[src/rtl/ika9958_vram_slot.sv]
// VRAM slot sequencer: arbitrates display, CPU and refresh accesses into 8-phase
// DRAM slots and drives the RAS/CAS/WE strobes and the multiplexed row/column address.
module ika9958_vram_slot (
    input  logic        phiA,
    input  logic        RST_async_n,
    input  logic        phiL_NCEN,
    input  logic [7:0]  cpc_z_of_m8c,
    input  logic        disp_req,
    input  logic [16:0] disp_addr,
    output logic [7:0]  disp_data,
    output logic        disp_valid,
    input  logic        cpu_req,
    input  logic [16:0] cpu_addr,
    input  logic        cpu_we,
    input  logic [7:0]  cpu_wdata,
    output logic        cpu_ack,
    output logic [7:0]  cpu_rdata,
    input  logic        ref_tick,
    output logic        nRAS,
    output logic        nCAS,
    output logic        nWE,
    output logic [8:0]  ma,
    output logic [7:0]  md_o,
    output logic        md_oe,
    input  logic [7:0]  md_i
);

    typedef enum logic [1:0] {SLOT_IDLE, SLOT_DISP, SLOT_CPU, SLOT_REFR} slot_t;

    slot_t       r_slot;
    logic        r_active;
    logic [7:0]  r_addr_lo;
    logic        r_we;
    logic [7:0]  r_wdata;
    logic [1:0]  r_ref_pend;
    logic [7:0]  r_ref_row;
    logic        r_cpu_done;

    logic        r_nras, r_ncas, r_nwe, r_md_oe, r_cpu_ack, r_disp_valid;
    logic [8:0]  r_ma;
    logic [7:0]  r_md_o, r_disp_data, r_cpu_rdata;

    logic        w_ph_vld;
    logic [2:0]  w_ph;
    slot_t       w_sel;
    logic        w_ref_done;
    logic [1:0]  w_pend_next;

    // Several strobe bits at once collapse to the lowest phase.
    always_comb begin
        w_ph_vld = |cpc_z_of_m8c;
        w_ph     = 3'd0;
        for (int i = 7; i >= 0; i--) begin
            if (cpc_z_of_m8c[i]) w_ph = 3'(i);
        end
    end

    always_comb begin
        w_sel = SLOT_IDLE;
        if (disp_req)                       w_sel = SLOT_DISP;
        else if (r_ref_pend == 2'd3)        w_sel = SLOT_REFR;
        else if (cpu_req && !r_cpu_done)    w_sel = SLOT_CPU;
        else if (r_ref_pend != 2'd0)        w_sel = SLOT_REFR;
    end

    always_comb begin
        w_ref_done  = w_ph_vld && (w_ph == 3'd7) && r_active && (r_slot == SLOT_REFR);
        w_pend_next = r_ref_pend;
        if (ref_tick && !w_ref_done && r_ref_pend != 2'd3) w_pend_next = r_ref_pend + 2'd1;
        else if (!ref_tick && w_ref_done)                  w_pend_next = r_ref_pend - 2'd1;
    end

    always_ff @(posedge phiA or negedge RST_async_n) begin
        if (!RST_async_n) begin
            r_slot       <= SLOT_IDLE;
            r_active     <= 1'b0;
            r_addr_lo    <= 8'd0;
            r_we         <= 1'b0;
            r_wdata      <= 8'd0;
            r_ref_pend   <= 2'd0;
            r_ref_row    <= 8'd0;
            r_cpu_done   <= 1'b0;
            r_nras       <= 1'b1;
            r_ncas       <= 1'b1;
            r_nwe        <= 1'b1;
            r_md_oe      <= 1'b0;
            r_ma         <= 9'd0;
            r_md_o       <= 8'd0;
            r_disp_data  <= 8'd0;
            r_cpu_rdata  <= 8'd0;
            r_cpu_ack    <= 1'b0;
            r_disp_valid <= 1'b0;
        end else if (phiL_NCEN) begin
            r_cpu_ack    <= 1'b0;
            r_disp_valid <= 1'b0;
            r_ref_pend   <= w_pend_next;
            if (!cpu_req) r_cpu_done <= 1'b0;

            if (w_ph_vld && w_ph == 3'd0) begin
                if (r_active) begin
                    // Phase 0 cut the previous slot short: release the bus, leave requests pending.
                    r_nras   <= 1'b1;
                    r_ncas   <= 1'b1;
                    r_nwe    <= 1'b1;
                    r_md_oe  <= 1'b0;
                    r_slot   <= SLOT_IDLE;
                    r_active <= 1'b0;
                end else begin
                    r_slot   <= w_sel;
                    r_active <= (w_sel != SLOT_IDLE);
                    case (w_sel)
                        SLOT_DISP: begin
                            r_addr_lo <= disp_addr[7:0];
                            r_we      <= 1'b0;
                            r_nras    <= 1'b0;
                            r_ma      <= disp_addr[16:8];
                        end
                        SLOT_CPU: begin
                            r_addr_lo <= cpu_addr[7:0];
                            r_we      <= cpu_we;
                            r_wdata   <= cpu_wdata;
                            r_nras    <= 1'b0;
                            r_ma      <= cpu_addr[16:8];
                        end
                        SLOT_REFR: begin
                            r_nras <= 1'b0;
                            r_ma   <= {1'b0, r_ref_row};
                        end
                        default: ;
                    endcase
                end
            end else if (w_ph_vld && r_active) begin
                case (w_ph)
                    3'd2: begin
                        if (r_slot == SLOT_DISP || r_slot == SLOT_CPU) begin
                            r_ma   <= {1'b0, r_addr_lo};
                            r_ncas <= 1'b0;
                        end
                    end
                    3'd3: begin
                        if (r_slot == SLOT_CPU && r_we) begin
                            r_nwe      <= 1'b0;
                            r_md_oe    <= 1'b1;
                            r_md_o     <= r_wdata;
                            r_cpu_ack  <= 1'b1;
                            r_cpu_done <= 1'b1;
                        end
                    end
                    3'd5: begin
                        if (r_slot == SLOT_DISP) begin
                            r_disp_data  <= md_i;
                            r_disp_valid <= 1'b1;
                        end else if (r_slot == SLOT_CPU && !r_we) begin
                            r_cpu_rdata <= md_i;
                            r_cpu_ack   <= 1'b1;
                            r_cpu_done  <= 1'b1;
                        end
                    end
                    3'd6: begin
                        r_ncas  <= 1'b1;
                        r_nwe   <= 1'b1;
                        r_md_oe <= 1'b0;
                    end
                    3'd7: begin
                        r_nras   <= 1'b1;
                        r_active <= 1'b0;
                        r_slot   <= SLOT_IDLE;
                        if (r_slot == SLOT_REFR) r_ref_row <= r_ref_row + 8'd1;
                    end
                    default: ;
                endcase
            end
        end
    end

    assign nRAS       = r_nras;
    assign nCAS       = r_ncas;
    assign nWE        = r_nwe;
    assign md_oe      = r_md_oe;
    assign ma         = r_ma;
    assign md_o       = r_md_o;
    assign disp_data  = r_disp_data;
    assign disp_valid = r_disp_valid;
    assign cpu_rdata  = r_cpu_rdata;
    assign cpu_ack    = r_cpu_ack;

endmodule

[config.mk]
export PLATFORM = sky130hd
export DESIGN_NAME = ika9958_vram_slot
export DESIGN_NICKNAME = d
export VERILOG_FILES = /design/src/rtl/ika9958_vram_slot.sv
export SDC_FILE = /design/constraint.sdc
export NUM_CORES = 1
export LEC_CHECK = 0
export BUFFER_PORTS_ARGS = -buffer_cell sky130_fd_sc_hd__buf_2
export CAP_MARGIN = 0
export CORE_ASPECT_RATIO = 1.25
export CORE_MARGIN = 4
export CORE_UTILIZATION = 46
export CTS_CLUSTER_SIZE = 10
export DETAILED_ROUTE_END_ITERATION = 6
export MAX_ROUTING_LAYER = met4
export PLACE_DENSITY = 0.76
export RECOVER_POWER = 100
export SKIP_LAST_GASP = 1
export SLEW_MARGIN = 30
export SYNTH_ARGS = -nofsm -noshare
export SYNTH_HDL_FRONTEND = slang
export SYNTH_SLANG_ARGS = --single-unit
[constraint.sdc]
create_clock -name phiA -period 2.85 [get_ports phiA]
set_input_delay 0.285 -clock phiA [delete_from_list [all_inputs] [get_ports phiA]]
set_output_delay 0.285 -clock phiA [all_outputs]
set_load 0.02 [all_outputs]
# Word level (Yosys, flattened, before mapping)
# Cells that the tools add are included.
dict set report totals {
  in_bits 65
  word_cells 150
  mem_count 0
  output_inout_bits 39
  mem_bits_rw 0
  latch_bits 0
  ff_bits 70
  romBits 0
}
dict set report classes {
  n_shift 0
  n_div 0
  mul 0
  magnitude_cmp 0
  n_addsub 3
  eq_ne 19
  bitwise 3
  mux 66
  n_reduce_logical 41
}
# operator count
set ops {}
lappend ops {{9-bit two-way mux} 5}
lappend ops {{1-bit two-way mux} 35}
lappend ops {{9-bit one-hot mux with 3 select lines} 1}
lappend ops {{5-bit AND reduction} 5}
lappend ops {{3-bit two-way mux} 8}
lappend ops {{2-bit two-way mux} 10}
lappend ops {{8-bit one-hot mux with 2 select lines} 1}
lappend ops {{2-bit nonzero test} 8}
lappend ops {{1-bit one-hot mux with 2 select lines} 6}
lappend ops {{4-bit AND reduction} 3}
lappend ops {{6-bit AND reduction} 2}
lappend ops {{1-bit logical AND} 11}
lappend ops {{2-bit == test (second input constant)} 5}
lappend ops {{3-bit == test (second input constant)} 3}
lappend ops {{3-bit inequality test (second input constant)} 3}
lappend ops {{8-bit by 1-bit adder with 8-bit output (second input constant)} 1}
lappend ops {{8-bit OR reduction} 1}
lappend ops {{3-bit by 2-bit == test with 1-bit output (second input constant)} 2}
lappend ops {{2-bit inequality test (second input constant)} 3}
lappend ops {{3-bit nonzero test} 2}
lappend ops {{2-bit by 1-bit == test with 1-bit output (second input constant)} 2}
lappend ops {{1-bit logical NOT} 4}
lappend ops {{4-bit by 1-bit inequality test with 1-bit output (second input constant)} 1}
lappend ops {{3-bit logical NOT} 1}
lappend ops {{7 further kinds} 9}

# Longest topological paths before layout
dict set report logic_depth {
  word_depth 17
  depth_mapped 10
  ltp_nobuf 9
}

# Least setup slack after synthesis
# No wires, ideal clock.
dict set report synth_timing {
  path_kind {reg2reg}
  start {reg r_cpu_done}
  end {reg r_ma[0] (netlist: ma[0])}
  path_buffers 1
  setup_ns 0.125
  arrival_ns 2.547
  synth_period_minus_slack_ns 2.672
  required_time_ns 2.725
  setup_slack_ns 0.178
  stages_incl_launch_ff 10
  cell_sequence {dfrtp_1 -> nand2b_1 -> maj3_1 -> nor2_1 -> inv_1 -> ha_1 -> clkbuf_1 -> o31a_1 -> o21ai_2 -> mux2_2}
}
dict set report synth_via {
  elab_chain_cells 9
  word_cells_on_any_way 13
  cone_classes {eq/ne: 4; mux: 6; reduce/logical: 3}
}
# element line_no
set synth_rtl {}
lappend synth_rtl {{start: declaration} 37} ;# logic r_cpu_done;
lappend synth_rtl {{start signal: assignment} 82} ;# r_cpu_done <= 1'b0;
lappend synth_rtl {{start signal: assignment} 97} ;# if (!cpu_req) r_cpu_done <= 1'b0;
lappend synth_rtl {{start signal: assignment} 146} ;# r_cpu_done <= 1'b1;
lappend synth_rtl {{1-bit logical NOT *} 62} ;# else if (cpu_req && !r_cpu_done) w_sel = SLOT_CPU;
lappend synth_rtl {{1-bit logical AND *} 62}
lappend synth_rtl {{2-bit two-way mux *} 62}
lappend synth_rtl {{2-bit two-way mux *} 61} ;# else if (r_ref_pend == 2'd3) w_sel = SLOT_REFR;
lappend synth_rtl {{2-bit two-way mux *} 60} ;# if (disp_req) w_sel = SLOT_DISP;
lappend synth_rtl {{2-bit == test / 2-bit by 1-bit == test with 1-bit output (equally long branches)} 111} ;# case (w_sel)
lappend synth_rtl {{9-bit one-hot mux with 3 select lines} 111}
lappend synth_rtl {{9-bit two-way mux} 100} ;# if (r_active) begin
lappend synth_rtl {{9-bit two-way mux} 99} ;# if (w_ph_vld && w_ph == 3'd0) begin
lappend synth_rtl {{end signal: assignment} 116} ;# r_ma <= disp_addr[16:8];
lappend synth_rtl {{end signal: assignment} 123} ;# r_ma <= cpu_addr[16:8];
lappend synth_rtl {{end signal: assignment} 127} ;# r_ma <= {1'b0, r_ref_row};
lappend synth_rtl {{end: declaration} 40} ;# logic [8:0] r_ma;
# Mark *: on every way between the ends. The rest lies on a longest branch, timed or not. The select of a mux whose other input is x is not followed.
# A chain may end at the register's enable or synchronous reset.

# Worst setup path in the final report
dict set report layout_timing {
  start {reg r_cpu_done}
  end {reg r_ma[2] (netlist: ma[2])}
}
# The elaborated chain is that of the path after synthesis.

==> results.yml <==
timing:
  slew_viol_final: 0
  min_period_ns: 2.58
  rsz0062_at_grt: "no"
  fin_crit_sh_pct: 90.7
  worstMarginPinSlew_ns: 1.37
  maxSlewHeadroom_pct: 8.46
  finalSetupViolCount: 0
  fmax_mhz: 387
  hold_violations: 0
  hold_slack_ns: 0.169
  clock_skew_ns: 0.0119
  finalSetupTns_ns: 0
outcome:
  status: "completed"
placement:
  dpl.hpwl_um: 5780
  io_buffers: 103
  gp_congestion: 0.884
  placed_cells: 473
clock_tree:
  cts_sinks: 70
  htree_levels: 3
  cts-resized-gates: 0
  insertion_delay_ns: 0.35
  cts_tree: "yes"
  cts_root_buffer: "clkbuf_8"
  post_cts_buffers: 0
  clk_pin_slew_worst_paths_ns: 0.08
  clockBufferDepth: 2
  tritoncts.num_buffers: 9
worst_setup_path:
  reg2reg_depth: 8
  r2r-end: "ma[2]"
  rrSetupSlack_ns: 0.27
  crit_arrival_ns: 2.81
  r2r-start: "r_cpu_done"
  path_max_fanout: 9
  crit_start: "r_cpu_done"
  end_kind: "flip-flop"
  critical_path_class: "flip-flop to flip-flop"
  worst-endpoint-required_ns: 3.07
  start_kind: "flip-flop"
  timing.critical_path.to: "ma[2]"
power:
  finalPower_w: 0.00234
  leakage_nw: 1.97
  ir_drop_mv: 0.309
  p_per_area_nw_per_um2: 573
drt:
  drt_iter0_drc: 129
  wl_per_cell_um: 16.0
  ant_nets: 0
  viasPerCell: 5.34
  via_count: 2622
  dr.pass1.iters: 4
  post-route-drc-count: 0
  wirelength_um: 7850
logic_synthesis:
  postSynthAreaPerCell_um2: 11.9
  synth-adder-area-share_pct: 3.62
  synth_area_um2: 3390
  ys_types: 48
  ys_seq_area_share_pct: 51.8
  synthCells: 284
  synth-simple-area-share_pct: 13.6
  async_reset_ff_share_pct: 100
  synth_xor_xnor_area_share_pct: 1.81
  ys_ff_latch: 70
  synth-compound-area-share_pct: 9.27
  synth_top_family_by_area: "multiplexers"
  synth_edf_count: 0
  yosys_warnings: 0
  synthesis.nets: 358
  synth_flop_cell: "dfrtp_1"
  synthMuxAreaShare_pct: 17.2
floorplanning:
  coreArea_um2: 7060
  ios: 104
  initial_core_util_pct: 48.0
  die_w_um: 84.8
  die_y_um: 104
  num_rows: 34
  die_area_um2: 8810
job:
  maxCapViolCount: 0
global_routing:
  grt_pass1_wl_um: 12700
  groute.usage.overall_pct: 18.6
  grt-ovfl-total: 0
  grt_pass1_vias: 2646
  grt_max_degree: 71
  antenna_found_initial: 0
final_layout:
  fin_nets: 470
  drive_above_1_share_pct: 32.9
  utilization_pct: 57.8
  layout.cells.non_filler: 491
  area_growth_pct: 20.5
  antennaDiodeCount: 0
worst_hold_path:
  hold_path.class: "primary input to flip-flop"
  hp-start: "cpu_wdata[4]"
where the power goes:
part	switching (W)	internal (W)
Sequential	0.0000825	0.00112
Clock	0.000375	0.000314
Combinational	0.000268	0.000178
layer usage:
| metal | vias to the layer above | global-route usage [%] | part of all wire, % |
|---|---|---|---|
| met5 | - | - | 0 |
| met4 | 0 | 9.50 | 2.3 |
| met3 | 14 | 2.85 | 5.0 |
| met2 | 84 | 30.4 | 52 |
| met1 | 1279 | 22.1 | 41 |
| li1 | 1245 | - | - |
cells in the final DEF (no fill, tap or decap), drive strengths merged, types with 5 or more instances in the layout:
cell type	n
a31oi	11
nand3	5
o21ai	16
inv	13
nor2	18
buf	67
xnor2	6
mux2	42
clkbuf	52
a22oi	8
nand2	29
dfrtp	67
ha	9
mux2i	11
cell families (layout without fill, tap and decap cells):
group	after synthesis	count (layout)
simple gates	75	75
flops	70	70
mux	53	53
compound gates	48	48
buf+inv	21	138
fa+ha+maj	10	10
xor+xnor	7	7
state kept, by name (all words and copies together) (netlist names), 8 cells and up:
name / count
ma: 9
cpu_rdata: 8
disp_data: 8
md_o: 8
r_addr_lo: 8
r_ref_row: 8
r_wdata: 8
stage by stage:
stage	worst slack (ns)	cell area, µm²
floorplan	0.178	3390
global placement	0.348	4010
detailed placement	0.277	4010
CTS	0.252	4170
global route	0.0457	4080
finish	0.266	4080
critical path, cell delays in order (launching register included):
cell,delay (ns)
dfrtp_1,0.38
nand2b_1,0.17
maj3_1,0.35
nor2_1,0.14
inv_1,0.08
ha_1,0.22
o31a_1,0.31
o21ai_2,0.41
mux2_2,0.39
worst min-delay path by stage:
stage                              end  slack [ns]  depth (start not counted)
after floorplan                cpu_ack       -0.01                          0
after global placement    r_addr_lo[4]        0.46                          2
after detailed placement  r_ref_row[7]        0.46                          1
after CTS                   r_wdata[1]        0.16                          2
after global routing        r_wdata[1]        0.16                          2
final                       r_wdata[4]        0.17                          2
cells in the mapped netlist, types with 2 or more instances:
cell type  instances  area, µm²
ha_1               9        113
clkbuf_1           5       18.8
a22oi_1            8       60.1
buf_2              3       15.0
dfrtp_1           67       1680
nand3_1            4       20.0
nor4_4             3       63.8
nand4_1            3       18.8
o22ai_1            2       12.5
nand2b_1           3       18.8
mux2_2            42        473
dfstp_2            3       78.8
xnor2_1            6       52.6
nand2_1           28        105
and3_1             2       12.5
a41oi_1            2       17.5
nor2_1            18       67.6
mux2i_1           11        110
o21ai_0           15       75.1
a31oi_1           11       68.8
inv_1             12       45.0
layout make-up:
cell class | count | area (µm²)
well taps | 90 | 113
multi-input cells | 193 | 1470
clock inverters | 6 | 38.8
repair buffers | 110 | 533
clock buffers | 10 | 128
fillers | 694 | 2980
flip-flops and latches | 70 | 1760
inverters | 12 | 45.0
timing repair:
item | in CTS | in global routing
setup endpoints to repair | 0 | 0
endpoints found under the hold margin | 0 | 22
hold buffers | 0 | 1
No activity file was read; power rests on OpenSTA's default activity.
